[src/rtl/pipe_hazard_ctrl_pkg.sv]
// pipe_hazard_ctrl_pkg: shared pipeline-control state encoding and register-file constants
package pipe_hazard_ctrl_pkg;
  localparam int REG_ADDR_W = 5;
  localparam int ZERO_REG = 0;
  typedef enum logic [1:0] {RUN = 2'd0, DMEM_WAIT = 2'd1, HALTED = 2'd2} state_t;
endpackage

[src/rtl/pipe_hazard_ctrl_hazard_detect.sv]
// pipe_hazard_ctrl_hazard_detect: combinational load-use compare between the FD sources and the DE load target
module pipe_hazard_ctrl_hazard_detect #(
  parameter int REG_ADDR_W = pipe_hazard_ctrl_pkg::REG_ADDR_W
) (
  input  logic [REG_ADDR_W-1:0] fd_rs,
  input  logic [REG_ADDR_W-1:0] fd_rt,
  input  logic                  fd_use_rs,
  input  logic                  fd_use_rt,
  input  logic                  de_mem_read,
  input  logic [REG_ADDR_W-1:0] de_dst_reg,
  output logic                  hazard
);
  import pipe_hazard_ctrl_pkg::*;
  assign hazard = de_mem_read && de_dst_reg != REG_ADDR_W'(ZERO_REG) &&
                  ((fd_use_rs && fd_rs == de_dst_reg) || (fd_use_rt && fd_rt == de_dst_reg));
endmodule

[src/rtl/pipe_hazard_ctrl.sv]
// pipe_hazard_ctrl: pipeline enable/flush sequencer for load-use, redirect, dmem wait and debug halt.
// Optional perf counters built only when PIPE_HAZARD_PERF_EN is defined.
module pipe_hazard_ctrl #(
  parameter int REG_ADDR_W = pipe_hazard_ctrl_pkg::REG_ADDR_W,
  parameter int PERF_W     = 32
) (
  input  logic                  clk,
  input  logic                  reset,
  input  logic [REG_ADDR_W-1:0] fd_rs,
  input  logic [REG_ADDR_W-1:0] fd_rt,
  input  logic                  fd_use_rs,
  input  logic                  fd_use_rt,
  input  logic                  de_mem_read,
  input  logic [REG_ADDR_W-1:0] de_dst_reg,
  input  logic                  mem_redirect,
  input  logic                  dmem_req,
  input  logic                  dmem_ready,
  input  logic                  dbg_halt,
  input  logic                  dbg_step,
  output logic                  pc_wren,
  output logic                  fd_wren,
  output logic                  de_wren,
  output logic                  em_wren,
  output logic                  mw_wren,
  output logic                  pc_sel_redirect,
  output logic                  fd_flush,
  output logic                  de_flush,
  output logic                  em_flush,
  output logic                  mw_flush,
  output logic                  halted,
  output logic [PERF_W-1:0]     stall_cnt,
  output logic [PERF_W-1:0]     flush_cnt
);
  import pipe_hazard_ctrl_pkg::*;
  state_t r_state, w_next;
  logic w_hazard, w_dwait, w_idle, w_redir, w_lu, w_hstop, w_pc_hold;
  pipe_hazard_ctrl_hazard_detect #(.REG_ADDR_W(REG_ADDR_W)) u_hd (
    .fd_rs(fd_rs), .fd_rt(fd_rt), .fd_use_rs(fd_use_rs), .fd_use_rt(fd_use_rt),
    .de_mem_read(de_mem_read), .de_dst_reg(de_dst_reg), .hazard(w_hazard)
  );
  // A step from HALTED runs one full RUN evaluation except the halt rule itself
  always_comb begin
    w_dwait   = r_state == DMEM_WAIT ? !dmem_ready
                                     : (r_state == RUN || dbg_step) && dmem_req && !dmem_ready;
    w_idle    = r_state == HALTED && !dbg_step;
    w_redir   = !w_idle && !w_dwait && mem_redirect;
    w_lu      = !w_idle && !w_dwait && !mem_redirect && w_hazard;
    w_hstop   = w_idle || (r_state != HALTED && !w_dwait && !mem_redirect && !w_hazard && dbg_halt);
    w_pc_hold = w_dwait || w_lu || w_hstop;
    w_next    = w_dwait ? DMEM_WAIT : dbg_halt ? HALTED : RUN;
  end
  always_ff @(posedge clk or posedge reset)
    if (reset) r_state <= RUN;
    else r_state <= w_next;
  assign pc_wren         = !reset && !w_pc_hold;
  assign fd_wren         = !reset && !w_pc_hold;
  assign de_wren         = !reset && !w_dwait && !w_hstop;
  assign em_wren         = !reset && !w_dwait && !w_hstop;
  assign mw_wren         = !reset && !w_hstop;
  assign pc_sel_redirect = !reset && w_redir;
  assign fd_flush        = !reset && w_redir;
  assign de_flush        = !reset && (w_redir || w_lu);
  assign em_flush        = !reset && w_redir;
  assign mw_flush        = !reset && w_dwait;
  assign halted          = !reset && r_state == HALTED;
`ifdef PIPE_HAZARD_PERF_EN
  logic [PERF_W-1:0] r_stall_cnt, r_flush_cnt;
  always_ff @(posedge clk or posedge reset)
    if (reset) begin
      r_stall_cnt <= '0;
      r_flush_cnt <= '0;
    end else begin
      if (w_pc_hold && r_state != HALTED) r_stall_cnt <= r_stall_cnt + 1'b1;
      if (w_redir) r_flush_cnt <= r_flush_cnt + 1'b1;
    end
  assign stall_cnt = r_stall_cnt;
  assign flush_cnt = r_flush_cnt;
`else
  assign stall_cnt = '0;
  assign flush_cnt = '0;
`endif
endmodule
[config.mk]
export PLATFORM = sky130hd
export DESIGN_NAME = pipe_hazard_ctrl
export DESIGN_NICKNAME = d
export VERILOG_FILES = /design/src/rtl/pipe_hazard_ctrl_pkg.sv /design/src/rtl/pipe_hazard_ctrl_hazard_detect.sv /design/src/rtl/pipe_hazard_ctrl.sv
export SDC_FILE = /design/constraint.sdc
export NUM_CORES = 1
export LEC_CHECK = 0
export ABC_AREA = 1
export CORE_MARGIN = 10
export CORE_UTILIZATION = 28
export CTS_CLUSTER_SIZE = 10
export DETAILED_ROUTE_END_ITERATION = 10
export PLACE_DENSITY = 0.88
export SYNTH_ARGS = -nofsm -noshare
export SYNTH_HDL_FRONTEND = slang
export SYNTH_SLANG_ARGS = --single-unit
[constraint.sdc]
create_clock -name clk -period 1.6 [get_ports clk]
set_clock_uncertainty 0.2 [all_clocks]
set_input_delay 0.32 -clock clk [delete_from_list [all_inputs] [get_ports clk]]
set_output_delay 0.32 -clock clk [all_outputs]
set_load 0.02 [all_outputs]
==> results of run 1 <==
-- worst min-delay path: stages --
cell and delay, ns:
dlygate4sd2_1 0.19, inv_1 0.04, nand3_2 0.10, nand2_2 0.08, inv_1 0.06
-- synth_stat cells --
| master | count | share of area, % |
|---|---|---|
| buf_4 | 68 | 55 |
| nor2_1 | 13 | 5.3 |
| conb_1 | 1 | 0.41 |
| o21ai_0 | 1 | 0.54 |
| dfrtp_1 | 2 | 5.4 |
| nand2_2 | 3 | 2.0 |
| nor3_2 | 1 | 1.1 |
| nand4_1 | 1 | 0.68 |
| nand2_1 | 37 | 15 |
| inv_1 | 20 | 8.2 |
| a21oi_1 | 1 | 0.54 |
| nor3_1 | 1 | 0.54 |
| nor2_2 | 1 | 0.68 |
| inv_2 | 6 | 2.4 |
| nand3_1 | 3 | 1.6 |
-- final cells by class --
type | count | area (µm²) | area share, %
clock buffer | 3 | 22.5 | 1.83
inverter | 26 | 97.6 | 7.93
multi-input combinational | 126 | 564 | 45.8
sequential | 2 | 50.0 | 4.07
tap | 44 | 55.1 | 4.47
timing repair buffer | 46 | 442 | 35.9
-- metrics by stage --
step,hold WS [ns],area (µm²)
after global placement,0.436,1140
after global routing,0.451,1230
final,0.406,1230
after CTS,0.223,1180
after floorplan,-0.123,1190
after detailed placement,0.460,1140
-- placed cells by master, fill, tap and decap left out, types with 3 or more instances in the layout --
cell type        Yosys  final
clkdlybuf4s15_1      0      5
nand2_1             37     34
inv_1               20     18
buf_4               68      9
buf_6                0     12
nand2_2              3      4
clkdlybuf4s50_1      0      3
nor2_4               0      3
inv_2                6      8
clkbuf_4             0      3
dlygate4sd2_1        0     13
nor2_1              13      9
conb_1               1     64
-- worst min-delay path by stage --
stage | endpoint
final | r_state[1]$_DFF_PP0_
after CTS | r_state[1]$_DFF_PP0_
after global routing | r_state[1]$_DFF_PP0_
after global placement | r_state[0]$_DFF_PP0_
after detailed placement | r_state[1]$_DFF_PP0_
after floorplan | r_state[0]$_DFF_PP0_
-- logic make-up after synthesis --
family          Yosys count  synth area share [%]
other cells               1                 0.407
buf+inv                  94                  66.0
flops                     2                  5.43
simple gates             60                  27.0
compound gates            2                  1.09
-- metal layers --
| layer | GRT usage [%] | part of all wire [%] | vias to the layer above |
|---|---|---|---|
| met5 | 0 | 0 | - |
| met4 | 4.38 | 0 | 0 |
| met3 | 4.03 | 12 | 0 |
| met2 | 13.8 | 50 | 59 |
| met1 | 8.41 | 39 | 348 |
| li1 | - | - | 419 |
-- what timing repair did --
item | in CTS | in global routing
hold buffers | 0 | 1
setup endpoints to repair | 11 | 11
resized for setup | 97 | 12
setup buffers | 2 | 3
pin swaps | 22 | 6
hold endpoints to repair | 0 | 2
-- power breakdown --
group          internal (mW)  total [mW]  switching (mW)  leakage, nW
clock network         0.0825       0.109          0.0266       0.0138
logic                  0.131       0.398           0.267        0.756
registers             0.0547      0.0576         0.00288       0.0252
total                  0.268       0.565           0.297        0.795
==> summary.md, run 1 <==
| Metric | Value |
|---|---|
| Outcome | finished with violations |
| Failing checks | negative setup slack |
| Number of unique standard cell types used by synthesis | 15 |
| Highest attainable clock frequency | 0.513 GHz |
| Final Hold Fails | 0 |
| Final global-route overflow total | 0 |
| Worst-skew pair later-pin latency | 0.22 ns |
| Post-CTS clock slew at the launch and capture registers of the worst setup and hold paths | 0.03 ns |
| Wire per inst | 10.7 µm |
| Post-layout instance count excluding filler cells | 247 |
| Crit. Startpoint | r_state[1]$_DFF_PP0_ |
| Number of instances in the synthesized netlist | 159 |
| Post-route antenna net violation count | 0 |
| Max-cap violation count | 0 |
| Count of H-tree levels built during CTS | 1 |
| Crit Path Class | reg -> out |
| Clock tree from TritonCTS | yes |
| Pwr Total | 565 µW |
| Via count of the first global-routing pass | 931 |
| Ports placed on the boundary | 100 |
| Setup repair after global routing missed its margin | true |
| Largest buffer count on any clock path | 2 |
| Clk root buf | clkbuf_4 |
| Fraction of the yosys area taken by sequential cells | 5.43% |
| Largest registers ranked by flip-flop count | r_state: 2 flops |
| DRC violation count after routing | 0 |
| Total of fill cells in the finished design | 344 |
| Number of buffers added by the clock tree synthesis step | 3 |
| Floorplan core area | 0.00310 mm² |
| Cells along the critical path | inv_2, nand2_1, nand2_1, nand3_2, nand2_2, nor3_4, nand2_4, nand2_2, nor2_2, buf_6 |
| Maximum fanout count along the critical path | 3 |
| Min setup slack post-route | -0.348 ns |
| Launch point of the worst hold path | dmem_ready |
| Worst path bufs/invs | 2 |
| Final period util | 122% |
| Leak | 0.795 nW |
| Post-synthesis cell area | 921 µm² |
| Dominant delay contributor by cell family on the critical path | simple AND/OR/NAND/NOR gates |
| End-of-flow core utilization | 39.7% |
| Pin count of the biggest net entering global routing | 5 |
| Startpoint of the worst-slack reg-to-reg timing path | r_state[1]$_DFF_PP0_ |
| Synthesized area divided by synthesized cell count | 5.79 µm² |
| Crit path launch type | flop |
| Max-slew violations | 0 |
| Number of setup violations in the final report | 10 |
| Maximum vdd ir drop | 0.166 mV |
| Path length in cells of the critical path | 10 |
| Global-route wire length before repair | 4.11 mm |
| Number of antenna diodes | 0 |
| Area enclosed by the die boundary | 0.00598 mm² |
| Total iterations of the first detailed-routing run | 4 |
| Antenna violations before repair | 0 |
| Largest register by flop count | r_state |
| Final min period | 1.95 ns |
| Setup Total Neg Slack | -2.83 ns |
| Placer's final routability congestion estimate | 0.691 |
| FF-to-FF setup slack | 0.36 ns |
| Maximum cell stage delay along the critical path | 0.38 ns |
| Syn. warnings | 0 |
| Worst Setup EP | mw_wren |
| Reg2reg end | r_state[0]$_DFF_PP0_ |
| DP Cell Count | 241 |
| Count of port buffers added during placement | 35 |
| Syn-to-layout area delta | 33.7% |
| Detailed-placement wirelength estimate | 2.39 mm |
| Starting density of the core | 29.7% |
| WP data required | 1.08 ns |
| Fraction of layout cells with a size suffix above 1 | 23.6% |
| DP Worst Slack | -1.16 ns |
| Crit end category | output pin |
| Tightest Hold Check Type | in -> reg |
| Final Net Count | 230 |
| Cell row count | 20 |
| Register bit count reported by yosys | 2 |
| Flip-flop count of the largest register after layout | 2 |
| Vertical extent of the die | 77.4 µm |
| Power density relative to cell area | 459 mW/mm² |
| Critical path data arrival time | 1.43 ns |
| Total number of vias | 826 |
| Clock sinks | 2 |
| Mean number of vias per cell | 3.34 |
| GRT Total Usage | 8.27% |
| Post-detailed-routing wire length | 2.65 mm |
| Crit path max-delay cell type | dfrtp_1 |
| Worst hold path stage count | 5 |
| Cell depth of the worst flop-to-flop path | 7 |
| Violation count after the first detailed-route iteration | 9 |
| Die span in x | 77.4 µm |
Power figures use the tool's default switching activity.
==> run 2, diff against run 1 <==
CELL_PAD_IN_SITES_DETAIL_PLACEMENT = 1   (was not set)
CELL_PAD_IN_SITES_GLOBAL_PLACEMENT = 2   (was not set)
CORE_UTILIZATION = 12   (was 28)
PLACE_DENSITY = 0.9   (was 0.88)
==> run 2 against run 1 <==
Compared with the run above:
- the flow still finishes with violations (negative setup slack)
- sequential share of layout area fell by 0.27 points
- setup slack worse by 0.019 ns
- clock power is 89% higher
- critical path type unchanged
==> summary.md, run 2 (same netlist as run 1, synthesis figures left out) <==
| Metric | Value |
|---|---|
| Vertical extent of the die | 108 µm (was 77.4 µm) |
| Max-cap violation count | 0 (unchanged) |
| Cells along the critical path | inv_2, nand2_1, nand2_1, nand3_2, nand2_2, nor3_4, nand2_4, nand2_4, nor2_4, buf_6 (was inv_2, nand2_1, nand2_1, nand3_2, nand2_2, nor3_4, nand2_4, nand2_2, nor2_2, buf_6) |
| Mean number of vias per cell | 2.73 (was 3.34) |
| Maximum fanout count along the critical path | 3 (unchanged) |
| Global-route wire length before repair | 4.58 mm (was 4.11 mm) |
| Antenna violations before repair | 0 (unchanged) |
| Final global-route overflow total | 0 (unchanged) |
| Fraction of layout cells with a size suffix above 1 | 26.2% (was 23.6%) |
| Number of buffers added by the clock tree synthesis step | 3 (unchanged) |
| Setup repair after global routing missed its margin | true (unchanged) |
| Pwr Total | 673 µW (was 565 µW) |
| Crit Path Class | reg -> out (unchanged) |
| Maximum vdd ir drop | 0.322 mV (was 0.166 mV) |
| Maximum cell stage delay along the critical path | 0.37 ns (was 0.38 ns) |
| Violation count after the first detailed-route iteration | 8 (was 9) |
| Total of fill cells in the finished design | 958 (was 344) |
| Clock tree from TritonCTS | yes (unchanged) |
| Final min period | 1.97 ns (was 1.95 ns) |
| Reg2reg end | r_state[1]$_DFF_PP0_ (was r_state[0]$_DFF_PP0_) |
| Power density relative to cell area | 510 mW/mm² (was 459 mW/mm²) |
| Area enclosed by the die boundary | 0.0116 mm² (was 0.00598 mm²) |
| Ports placed on the boundary | 100 (unchanged) |
| Syn-to-layout area delta | 43.1% (was 33.7%) |
| GRT Total Usage | 4.86% (was 8.27%) |
| Total net switching power | 324 µW (was 297 µW) |
| Number of setup violations in the final report | 10 (unchanged) |
| Via count of the first global-routing pass | 972 (was 931) |
| Startpoint of the worst-slack reg-to-reg timing path | r_state[1]$_DFF_PP0_ (unchanged) |
| WP data required | 1.08 ns (about the same) |
| Wire per inst | 10.2 µm (was 10.7 µm) |
| Highest-count cells in the layout ignoring fill and taps | conb_1, nand2_1, inv_1 (unchanged) |
| Number of antenna diodes | 0 (unchanged) |
| Critical path data arrival time | 1.45 ns (was 1.43 ns) |
| Flip-flop count of the largest register after layout | 2 (unchanged) |
| Crit path max-delay cell type | dfrtp_1 (unchanged) |
| Final period util | 123% (was 122%) |
| Count of H-tree levels built during CTS | 1 (unchanged) |
| Detailed-placement wirelength estimate | 2.75 mm (was 2.39 mm) |
| Cell depth of the worst flop-to-flop path | 7 (unchanged) |
| Die span in x | 108 µm (was 77.4 µm) |
| Leak | 0.789 nW (was 0.795 nW) |
| Post-detailed-routing wire length | 3.08 mm (was 2.65 mm) |
| Final Hold Fails | 0 (unchanged) |
| Total iterations of the first detailed-routing run | 3 (was 4) |
| Largest buffer count on any clock path | 2 (unchanged) |
| Post-layout instance count excluding filler cells | 301 (was 247) |
| Tightest Hold Check Type | in -> async (was in -> reg) |
| Clk root buf | clkbuf_8 (was clkbuf_4) |
| Floorplan core area | 0.00737 mm² (was 0.00310 mm²) |
| Worst-skew pair later-pin latency | 0.22 ns (about the same) |
| Total number of vias | 821 (was 826) |
| Max-slew violations | 0 (unchanged) |
| Met1 global-route usage | 4.82% (was 8.41%) |
| Failing checks | negative setup slack (unchanged) |
| Part of the power in the clock network | 30.6% (was 19.3%) |
| Worst Setup EP | fd_wren (was mw_wren) |
| Internal Dissipation | 349 µW (was 268 µW) |
| DP Worst Slack | -1.28 ns (was -1.16 ns) |
| Combinational share of power | 60.8% (was 70.5%) |
| FF-to-FF setup slack | 0.34 ns (was 0.36 ns) |
| DP Cell Count | 294 (was 241) |
| Crit path launch type | flop (unchanged) |
| Starting density of the core | 12.5% (was 29.7%) |
| Post-route antenna net violation count | 0 (unchanged) |
| Final Net Count | 229 (was 230) |
| Crit end category | output pin (unchanged) |
| Global routing's busiest layer | met2 (unchanged) |
| Largest register by flop count | r_state (unchanged) |
| Cell row count | 31 (was 20) |
| End-of-flow core utilization | 17.9% (was 39.7%) |
| Min setup slack post-route | -0.367 ns (was -0.348 ns) |
| Count of port buffers added during placement | 35 (unchanged) |
| Post-CTS clock slew at the launch and capture registers of the worst setup and hold paths | 0.03 ns (about the same) |
| Outcome | finished with violations (unchanged) |
| Commonest non-fill, non-tap cell in the layout | conb_1 (unchanged) |
| Largest registers ranked by flip-flop count | r_state: 2 flops (unchanged) |
| Sequential fraction of design power | 8.5% (was 10.2%) |
| Pin count of the biggest net entering global routing | 5 (unchanged) |
| Grt met2 use | 8.63% (was 13.8%) |
| Crit. Startpoint | r_state[1]$_DFF_PP0_ (unchanged) |
| Clock sinks | 2 (unchanged) |
| Met3 global-route usage | 2.34% (was 4.03%) |
| Placer's final routability congestion estimate | 0.759 (was 0.691) |
| Share of total power consumed by net switching | 48.1% (was 52.5%) |
| DRC violation count after routing | 0 (unchanged) |
| Highest attainable clock frequency | 0.508 GHz (was 0.513 GHz) |
==> run 2: layout make-up <==
cell class                 count  area [µm²]  area share, %
clock buffer                   3        41.3           3.13
inverter                      26         100           7.60
multi-input combinational    126         572           43.4
sequential                     2        50.0           3.80
tap                           99         124           9.40
timing repair buffer          45         430           32.7
==> run 2: what timing repair did <==
item / 4_1_cts / 5_1_grt
setup buffers: 4 / 3
resized for setup: 109 / 19
hold buffers: 0 / 0
pin swaps: 25 / 14
setup endpoints to repair: 11 / 11
==> run 2: stage by stage <==
stage          TNS, ns  area, µm²  hold WS, ns
2_1_floorplan   -0.219       1190       -0.123
3_3_place_gp    -10.99       1190        0.448
3_5_place_dp    -11.36       1190        0.453
4_1_cts          -3.39       1270       0.0474
5_1_grt          -4.56       1320       0.0770
6_report         -3.32       1320       0.0563
==> run 2: layer usage <==
| metal | wire [µm] | vias up |
|---|---|---|
| met2 | 1570 | 57 |
| met1 | 1140 | 348 |
| met3 | 344 | 3 |
| met5 | 0 | - |
| li1 | - | 413 |
| met4 | 28 | 0 |
==> run 2: worst min path at each step <==
stage | startpoint | end | depth (start not counted)
2_1_floorplan | reset | r_state[0]$_DFF_PP0_ | 1
3_3_place_gp | reset | r_state[1]$_DFF_PP0_ | 3
3_5_place_dp | reset | r_state[1]$_DFF_PP0_ | 3
4_1_cts | reset | r_state[1]$_DFF_PP0_ | 3
5_1_grt | reset | r_state[1]$_DFF_PP0_ | 3
6_report | reset | r_state[1]$_DFF_PP0_ | 3
==> run 2: worst max-delay path: cells and delay by family, from the launching register on <==
kind          cells  cell delay [ns]
buf+inv           2             0.21
simple gates      8             0.64
flops             1             0.37
==> run 2: power groups by stage <==
stage / combinational (mW) / sequential [mW] / clock, mW
3_5_place_dp: 0.376 / 0.0580 / 0
6_report: 0.409 / 0.0574 / 0.206
2_1_floorplan: 0.370 / 0.0573 / 0
4_1_cts: 0.386 / 0.0574 / 0.210
3_3_place_gp: 0.374 / 0.0576 / 0
5_1_grt: 0.447 / 0.0584 / 0.220
